[src/rtl/ahb_arbiter_2m.sv]
// Two-master bus arbiter: M0 (fetch) and M1 (data) share one command bus.
// A grant latches the winner's command, then one ADDR cycle and a DATA phase that HREADY can stretch.
module ahb_arbiter_2m #(
  parameter int ADDR_W     = 32,
  parameter int DATA_W     = 32,
  parameter int WEB_W      = 4,
  parameter int FIXED_PRIO = 0
) (
  input  logic              clk,
  input  logic              rst,
  input  logic [ADDR_W-1:0] addr_m0,
  input  logic [DATA_W-1:0] wdata_m0,
  input  logic              read_m0,
  input  logic [WEB_W-1:0]  write_m0,
  output logic [DATA_W-1:0] rdata_m0,
  output logic              stall_m0,
  input  logic [ADDR_W-1:0] addr_m1,
  input  logic [DATA_W-1:0] wdata_m1,
  input  logic              read_m1,
  input  logic [WEB_W-1:0]  write_m1,
  output logic [DATA_W-1:0] rdata_m1,
  output logic              stall_m1,
  output logic [ADDR_W-1:0] HADDR,
  output logic              HREAD,
  output logic [WEB_W-1:0]  HWRITE,
  output logic [DATA_W-1:0] HWDATA,
  input  logic [DATA_W-1:0] HRDATA,
  input  logic              HREADY
);

  // state  | meaning
  // S_IDLE | no transaction; grant on any request
  // S_ADDR | latched command on the bus for one cycle
  // S_DATA | wait for HREADY, then complete
  typedef enum logic [1:0] {S_IDLE, S_ADDR, S_DATA} state_t;

  state_t            r_state;
  state_t            w_state_nxt;
  logic              r_owner;
  logic              r_last_grant;
  logic [ADDR_W-1:0] r_haddr;
  logic              r_read;
  logic [WEB_W-1:0]  r_write;
  logic [DATA_W-1:0] r_hwdata;

  logic w_req0, w_req1, w_grant, w_winner, w_done;

  assign w_req0  = read_m0 | (write_m0 != '1);
  assign w_req1  = read_m1 | (write_m1 != '1);
  assign w_grant = (r_state == S_IDLE) && (w_req0 || w_req1);
  assign w_done  = (r_state == S_DATA) && HREADY;

  always_comb begin
    w_winner = 1'b0;
    if (w_req0 && w_req1)
      w_winner = (FIXED_PRIO != 0) ? 1'b0 : ~r_last_grant;
    else if (w_req1)
      w_winner = 1'b1;
  end

  always_comb begin
    w_state_nxt = r_state;
    case (r_state)
      S_IDLE:  if (w_grant) w_state_nxt = S_ADDR;
      S_ADDR:  w_state_nxt = S_DATA;
      S_DATA:  if (HREADY) w_state_nxt = S_IDLE;
      default: w_state_nxt = S_IDLE;
    endcase
  end

  always_ff @(posedge clk) begin
    if (rst) begin
      r_state      <= S_IDLE;
      r_owner      <= 1'b0;
      r_last_grant <= 1'b1;
      r_haddr      <= '0;
      r_read       <= 1'b0;
      r_write      <= '1;
      r_hwdata     <= '0;
    end else begin
      r_state <= w_state_nxt;
      if (w_grant) begin
        r_owner      <= w_winner;
        r_last_grant <= w_winner;
        // a write from the same master suppresses its read strobe
        if (w_winner) begin
          r_haddr  <= addr_m1;
          r_write  <= write_m1;
          r_read   <= read_m1 && (write_m1 == '1);
          r_hwdata <= wdata_m1;
        end else begin
          r_haddr  <= addr_m0;
          r_write  <= write_m0;
          r_read   <= read_m0 && (write_m0 == '1);
          r_hwdata <= wdata_m0;
        end
      end
    end
  end

  assign HADDR  = r_haddr;
  assign HWDATA = r_hwdata;
  assign HREAD  = (r_state == S_ADDR) && r_read;
  assign HWRITE = (r_state == S_ADDR) ? r_write : '1;

  assign rdata_m0 = (w_done && !r_owner) ? HRDATA : '0;
  assign rdata_m1 = (w_done &&  r_owner) ? HRDATA : '0;
  assign stall_m0 = w_req0 && !(w_done && !r_owner);
  assign stall_m1 = w_req1 && !(w_done &&  r_owner);

endmodule

[config.mk]
export PLATFORM = sky130hd
export DESIGN_NAME = ahb_arbiter_2m
export DESIGN_NICKNAME = d
export VERILOG_FILES = /design/src/rtl/ahb_arbiter_2m.sv
export SDC_FILE = /design/constraint.sdc
export NUM_CORES = 1
export LEC_CHECK = 0
export BUFFER_PORTS_ARGS = -buffer_cell sky130_fd_sc_hd__buf_2
export CORE_AREA = 2 2 121 123
export DETAILED_ROUTE_END_ITERATION = 8
export DIE_AREA = 0 0 123 125
export PLACE_DENSITY_LB_ADDON = 0.05
export SYNTH_ARGS = -nofsm -noshare
export SYNTH_HDL_FRONTEND = slang
export SYNTH_SLANG_ARGS = --single-unit
[constraint.sdc]
create_clock -name clk -period 1.8 [get_ports clk]
set_clock_uncertainty 0.05 [all_clocks]
set_input_delay 0.09 -clock clk [delete_from_list [all_inputs] [get_ports clk]]
set_output_delay 0.09 -clock clk [all_outputs]
set_load 0.02 [all_outputs]
==> flow_metrics.tcl, run 1 <==
set metrics [dict create \
    row_count 44 \
    max_freq_mhz 581 \
    ys_ff_latch 73 \
    clk_latency_ns 0.33 \
    cts_tree "yes" \
    async_flop_share 0 \
    die-area_um2 15400 \
    drive_gt1_frac 0.395 \
    synthesis.area_um2 3850 \
    h-tree-depth 3 \
    synth_fa_ha_area_frac 0 \
    grt_max_degree 61 \
    vias_per_cell 5.09 \
    min_period_ns 1.72 \
    cp-start-kind "flip-flop" \
    synth_edf_count 0 \
    relSlewSlack 0.667 \
    cts.sinks 73 \
    pwr-share-seq 0.328 \
    clkPwrFrac 0.357 \
    final_cells 1073 \
    clock_path_buffers 2 \
    numCtsBuffers 9 \
    rsz0062_at_grt "no" \
    dr.pass1.iters 4 \
    syn2layout_area_growth_pct 80.6 \
    synthFlopType "dfxtp_1" \
    hold_viol 0 \
    synth_xor_area_frac 0 \
    postSynthCellCount 513 \
    setup_tns_ns 0 \
    synth.area.mux_share 0 \
    power.density_nw_per_um2 863 \
    place_inst 963 \
    seq_area_frac_synth 0.379 \
    p_int_mw 4.07 \
    numPortBuffers 307 \
    worstMarginPinSlew_ns 0.499 \
    yosysUniqueCellTypes 28 \
    dpl.hpwl_mm 11.6 \
    num_vias 5457 \
    initial_core_util 0.271 \
    yosys_warnings 0 \
    gp_routability_congestion 0.765 \
    grt_pass1_wl_mm 26.6 \
    setup_violations 0 \
    layout.nets 1057 \
    drv_slew 0 \
    ir_drop_mv 0.526 \
    crit_fanout 9 \
    synthTopCellsByArea "dfxtp_1 38%, o21ai_0 13%, a31oi_1 11%" \
    die_y_um 125 \
    worstPathRequired_ns 1.66 \
    grt_overflow 0 \
    synth_area_per_cell_um2 7.51 \
    io_pins 308 \
    switching_share 0.322 \
    antenna_found_initial 1 \
    p_comb_frac 0.315 \
    drc 0 \
    power_leakage_nw 3.31 \
    max-cap-violations 0 \
    wl_per_cell_um 16.6 \
    final_cell_mix "306 x buf_2, 103 x o21ai_0, 91 x dlygate4sd3_1" \
    grt_pass1_vias 5167 \
    synth_compound_area_frac 0.390 \
    syn_nets 686 \
    antenna_left 0 \
    p_sw_mw 1.94 \
    clk_pin_slew_ns 0.06 \
    path_class "flip-flop to primary output" \
    status "complete, no violations" \
    grt.total_usage 0.219 \
    wirelength_mm 17.8 \
    layout_commonest_cell "buf_2" \
    synth_top_cell_area_share 0.379 \
    synth_top_area_cell "dfxtp_1" \
    critPathArrivalTime_ns 1.58 \
    synth_top_family_by_area "compound AO/OA/AOI/OAI gates" \
    drtIter0Drc 335 \
    hp-class "primary input to flip-flop" \
    synth-simple-area-share 0.160 \
    die_width_um 123 \
    clock-root-buffer "clkbuf_16" \
    core_area_um2 14200 \
    crit_path_end_kind "primary output" \
    period_share 0.957 \
]
==> power groups by stage <==
stage / logic [mW] / clock network (mW) / registers (mW)
2_1_floorplan: 0.770 / 0 / 2.24
3_3_place_gp: 1.71 / 0 / 1.99
3_5_place_dp: 1.73 / 0 / 2.00
4_1_cts: 1.89 / 2.19 / 1.97
5_1_grt: 2.07 / 2.25 / 2.00
6_report: 1.89 / 2.14 / 1.97
==> layer usage <==
layer	track usage	wire length, µm	up-vias
li1	-	-	2618
met1	0.252	6920	2542
met2	0.383	8980	260
met3	0.0438	1340	37
met4	0.104	535	0
met5	0	0	-
==> state kept, by name, indices dropped and copies added, names as in the netlist <==
register / count
r_last_grant: 1
r_owner: 1
r_read: 1
HADDR: 32
r_state: 2
HWDATA: 32
r_write: 4
==> worst max-delay path, cell delays in order, from the launching register on <==
cell and delay (ns):
dfxtp_2 0.35, nand2_2 0.08, nor3b_4 0.23, buf_12 0.14
buf_12 0.11, and2_1 0.12, buf_2 0.21
==> what timing repair did <==
item | 4_1_cts | 5_1_grt
setup endpoints to repair | 0 | 40
setup buffers | 0 | 1
hold buffers | 91 | 0
hold endpoints to repair | 66 | 0
resized for setup | 0 | 6
==> metrics by stage <==
stage / setup slack [ns] / util / instance area [µm²] / total power [mW] / hold slack (ns)
2_1_floorplan: 0.242 / - / 3850 / 3.01 / 0.195
3_3_place_gp: 0.147 / 0.395 / 5610 / 3.71 / 0.301
3_5_place_dp: 0.122 / 0.395 / 5610 / 3.72 / 0.307
4_1_cts: 0.0376 / 0.484 / 6870 / 6.04 / 0.000140
5_1_grt: 0.00183 / 0.490 / 6960 / 6.31 / 0.00517
6_report: 0.0778 / 0.490 / 6960 / 6.01 / 0.00563
==> Yosys cell counts (all sizes together) (2+ instances only) <==
| library cell | number |
|---|---|
| nor2 | 10 |
| nand3b | 2 |
| o21ai | 134 |
| dfxtp | 73 |
| nand2 | 5 |
| clkbuf | 38 |
| and2 | 66 |
| nor4 | 3 |
| nand3 | 3 |
| nor3 | 5 |
| buf | 19 |
| a31oi | 69 |
| a21boi | 2 |
| a21oi | 68 |
| nand2b | 4 |
| nand4 | 2 |
==> cells by family after synthesis <==
| kind of cell | Yosys count |
|---|---|
| AOI/OAI and AO/OA | 276 |
| and+or+nand+nor | 105 |
| DFF | 73 |
| buffers and inverters | 59 |
==> layout make-up <==
| type | instances | area (µm²) |
|---|---|---|
| clock inverter | 4 | 98.8 |
| fill | 1411 | 7250 |
| tap | 184 | 230 |
| antenna | 1 | 2.50 |
| timing repair buffer | 417 | 2740 |
| inverter | 2 | 7.51 |
| multi-input combinational | 381 | 2160 |
| sequential | 73 | 1460 |
| clock buffer | 11 | 253 |
==> worst paths after layout <==
check / slack [ns] / cells after the start / end / start
worst min-delay path: 0.006 / 3 / HWDATA[23]$_SDFFE_PP0P_ / wdata_m1[23]
worst max-delay path: 0.08 / 6 / rdata_m1[29] / r_state[1]$_SDFFE_PP0P_
worst min register to register: 0.46 / 2 / r_owner$_SDFFE_PP0P_ / r_owner$_SDFFE_PP0P_
worst max register to register: 0.14 / 5 / HWDATA[18]$_SDFFE_PP0P_ / r_state[0]$_SDFFE_PP0P_
(Power assumes the default switching activity.)
==> run 2, diff against run 1 <==
--- a/config.mk
+++ b/config.mk
@@ -6,9 +6,9 @@
 export NUM_CORES = 1
 export LEC_CHECK = 0
 export BUFFER_PORTS_ARGS = -buffer_cell sky130_fd_sc_hd__buf_2
-export CORE_AREA = 2 2 121 123
+export CORE_AREA = 2 2 118 120
 export DETAILED_ROUTE_END_ITERATION = 8
-export DIE_AREA = 0 0 123 125
+export DIE_AREA = 0 0 120 122
 export PLACE_DENSITY_LB_ADDON = 0.05
 export SYNTH_ARGS = -nofsm -noshare
 export SYNTH_HDL_FRONTEND = slang
==> run 2 against run 1 <==
Compared with the run above: highest routed layer unchanged; non-clock buffer count increased by 2; via count shrank 0.81%; clock power fell by 20%.
==> flow_metrics.tcl, run 2 (same netlist as run 1, synthesis figures left out) <==
set metrics [dict create \
    fin_area_um2 6810 \
    num_antenna_cells 0 \
    row_count 43 \
    initial_core_util 0.285 \
    die-area_um2 14600 \
    h-tree-depth 3 \
    rrSetupSlack_ns 0.20 \
    p_total_mw 5.57 \
    layout.nets 1059 \
    power_leakage_nw 3.26 \
    num_vias 5413 \
    clk_latency_ns 0.33 \
    clock_path_buffers 2 \
    drc 0 \
    worstPathRequired_ns 1.66 \
    min_period_ns 1.76 \
    dpl.hpwl_mm 11.7 \
    core_area_um2 13500 \
    ir_drop_mv 0.441 \
    syn2layout_area_growth_pct 76.8 \
    cts_setup_buffers 0 \
    grt_overflow 0 \
    numCtsBuffers 9 \
    gp_routability_congestion 0.784 \
    grt.total_usage 0.224 \
    io_pins 308 \
    final_cell_mix "307 x buf_2, 103 x o21ai_0, 91 x dlygate4sd3_1" \
    cts_tree "yes" \
    antenna_found_initial 1 \
    grt_max_degree 41 \
    relSlewSlack 0.735 \
    max_freq_mhz 567 \
    period_share 0.980 \
    critPathArrivalTime_ns 1.62 \
    setup_tns_ns 0 \
    r2r_start "r_state[1]$_SDFFE_PP0P_" \
    crit_path_end_kind "primary output" \
    hold_viol 0 \
    clock-root-buffer "clkbuf_16" \
    power.density_nw_per_um2 817 \
    cts.sinks 73 \
    crit_fanout 28 \
    grt_pass1_wl_mm 26.1 \
    layout_commonest_cell "buf_2" \
    crit-reg2reg-capture "HWDATA[8]$_SDFFE_PP0P_" \
    wirelength_mm 17.3 \
    register_area_um2 1460 \
    numPortBuffers 307 \
    max-cap-violations 0 \
    clk_pin_slew_ns 0.06 \
    crit_end "rdata_m0[30]" \
    drtIter0Drc 390 \
    antenna_left 0 \
    status "complete, no violations" \
    fill_cells 1337 \
    worstMarginPinSlew_ns 0.397 \
    startpoint "r_state[1]$_SDFFE_PP0P_" \
    vias_per_cell 5.05 \
    wl_per_cell_um 16.1 \
    setup_violations 0 \
    r2r_cells 5 \
    drive_gt1_frac 0.395 \
    placed_area_um2 5610 \
    rsz0062_at_grt "yes" \
    dr.pass1.iters 4 \
    die_width_um 120 \
    cp-start-kind "flip-flop" \
    multi_input_area_um2 2160 \
    drv_slew 0 \
    hp-class "primary input to flip-flop" \
    grt_pass1_vias 5254 \
    path_class "flip-flop to primary output" \
    die_y_um 122 \
]
-- run 2: cell types whose count changed in the layout (fill, tap and decap cells not counted), moves of 2 or more --
cell,change
buf_4,+4
buf_6,+3
clkbuf_16,-2
bufinv_16,-3
buf_12,-4
clkinv_2,+2
-- run 2: through the flow --
stage                     hold slack, ns  utilization  worst slack [ns]  std cells
after floorplan                    0.195            -             0.242        513
after global placement             0.301        0.415             0.192        964
after detailed placement           0.308        0.415             0.168        964
after CTS                      0.0000138        0.503            0.0206       1071
after global routing              0.0169        0.504           -0.0529       1071
final                             0.0136        0.504            0.0355       1071
-- run 2: metal layers --
layer / routed length (µm) / GRT usage
met1: 6940 / 0.261
met2: 8740 / 0.398
met3: 1300 / 0.0510
met4: 293 / 0.0846
met5: 0 / 0
-- run 2: power breakdown --
| group | internal, mW | switching, mW |
|---|---|---|
| combinational | 0.788 | 1.09 |
| sequential | 1.85 | 0.120 |
| clock | 1.01 | 0.710 |
| total | 3.65 | 1.92 |
-- run 2: critical path: stages (launching register included) --
cell,delay [ns]
dfxtp_1,0.38
nand2_1,0.12
nor3_2,0.20
buf_6,0.24
and2_1,0.16
buf_2,0.18
-- run 2: timing repair --
action,CTS,global route
endpoints found under the hold margin,66,0
resized for setup,0,4
hold buffers,91,0
endpoints found under the setup margin,0,79
-- run 2: final cells by class --
type | count | share of cell area
timing repair buffer | 419 | 0.393
multi-input combinational | 381 | 0.317
sequential | 73 | 0.215
inverter | 2 | 0.00110
tap | 180 | 0.0331
clock buffer | 12 | 0.0376
clock inverter | 4 | 0.00386
-- run 2: how the worst min path moves through the flow --
stage                 start                      end  cells past startpoint
2_1_floorplan   addr_m0[21]   HADDR[21]$_SDFFE_PP0P_                      2
3_3_place_gp    addr_m0[17]   HADDR[17]$_SDFFE_PP0P_                      3
3_5_place_dp    addr_m0[21]   HADDR[21]$_SDFFE_PP0P_                      3
4_1_cts          addr_m1[5]    HADDR[5]$_SDFFE_PP0P_                      3
5_1_grt         addr_m1[20]   HADDR[20]$_SDFFE_PP0P_                      3
6_report       wdata_m0[21]  HWDATA[21]$_SDFFE_PP0P_                      3
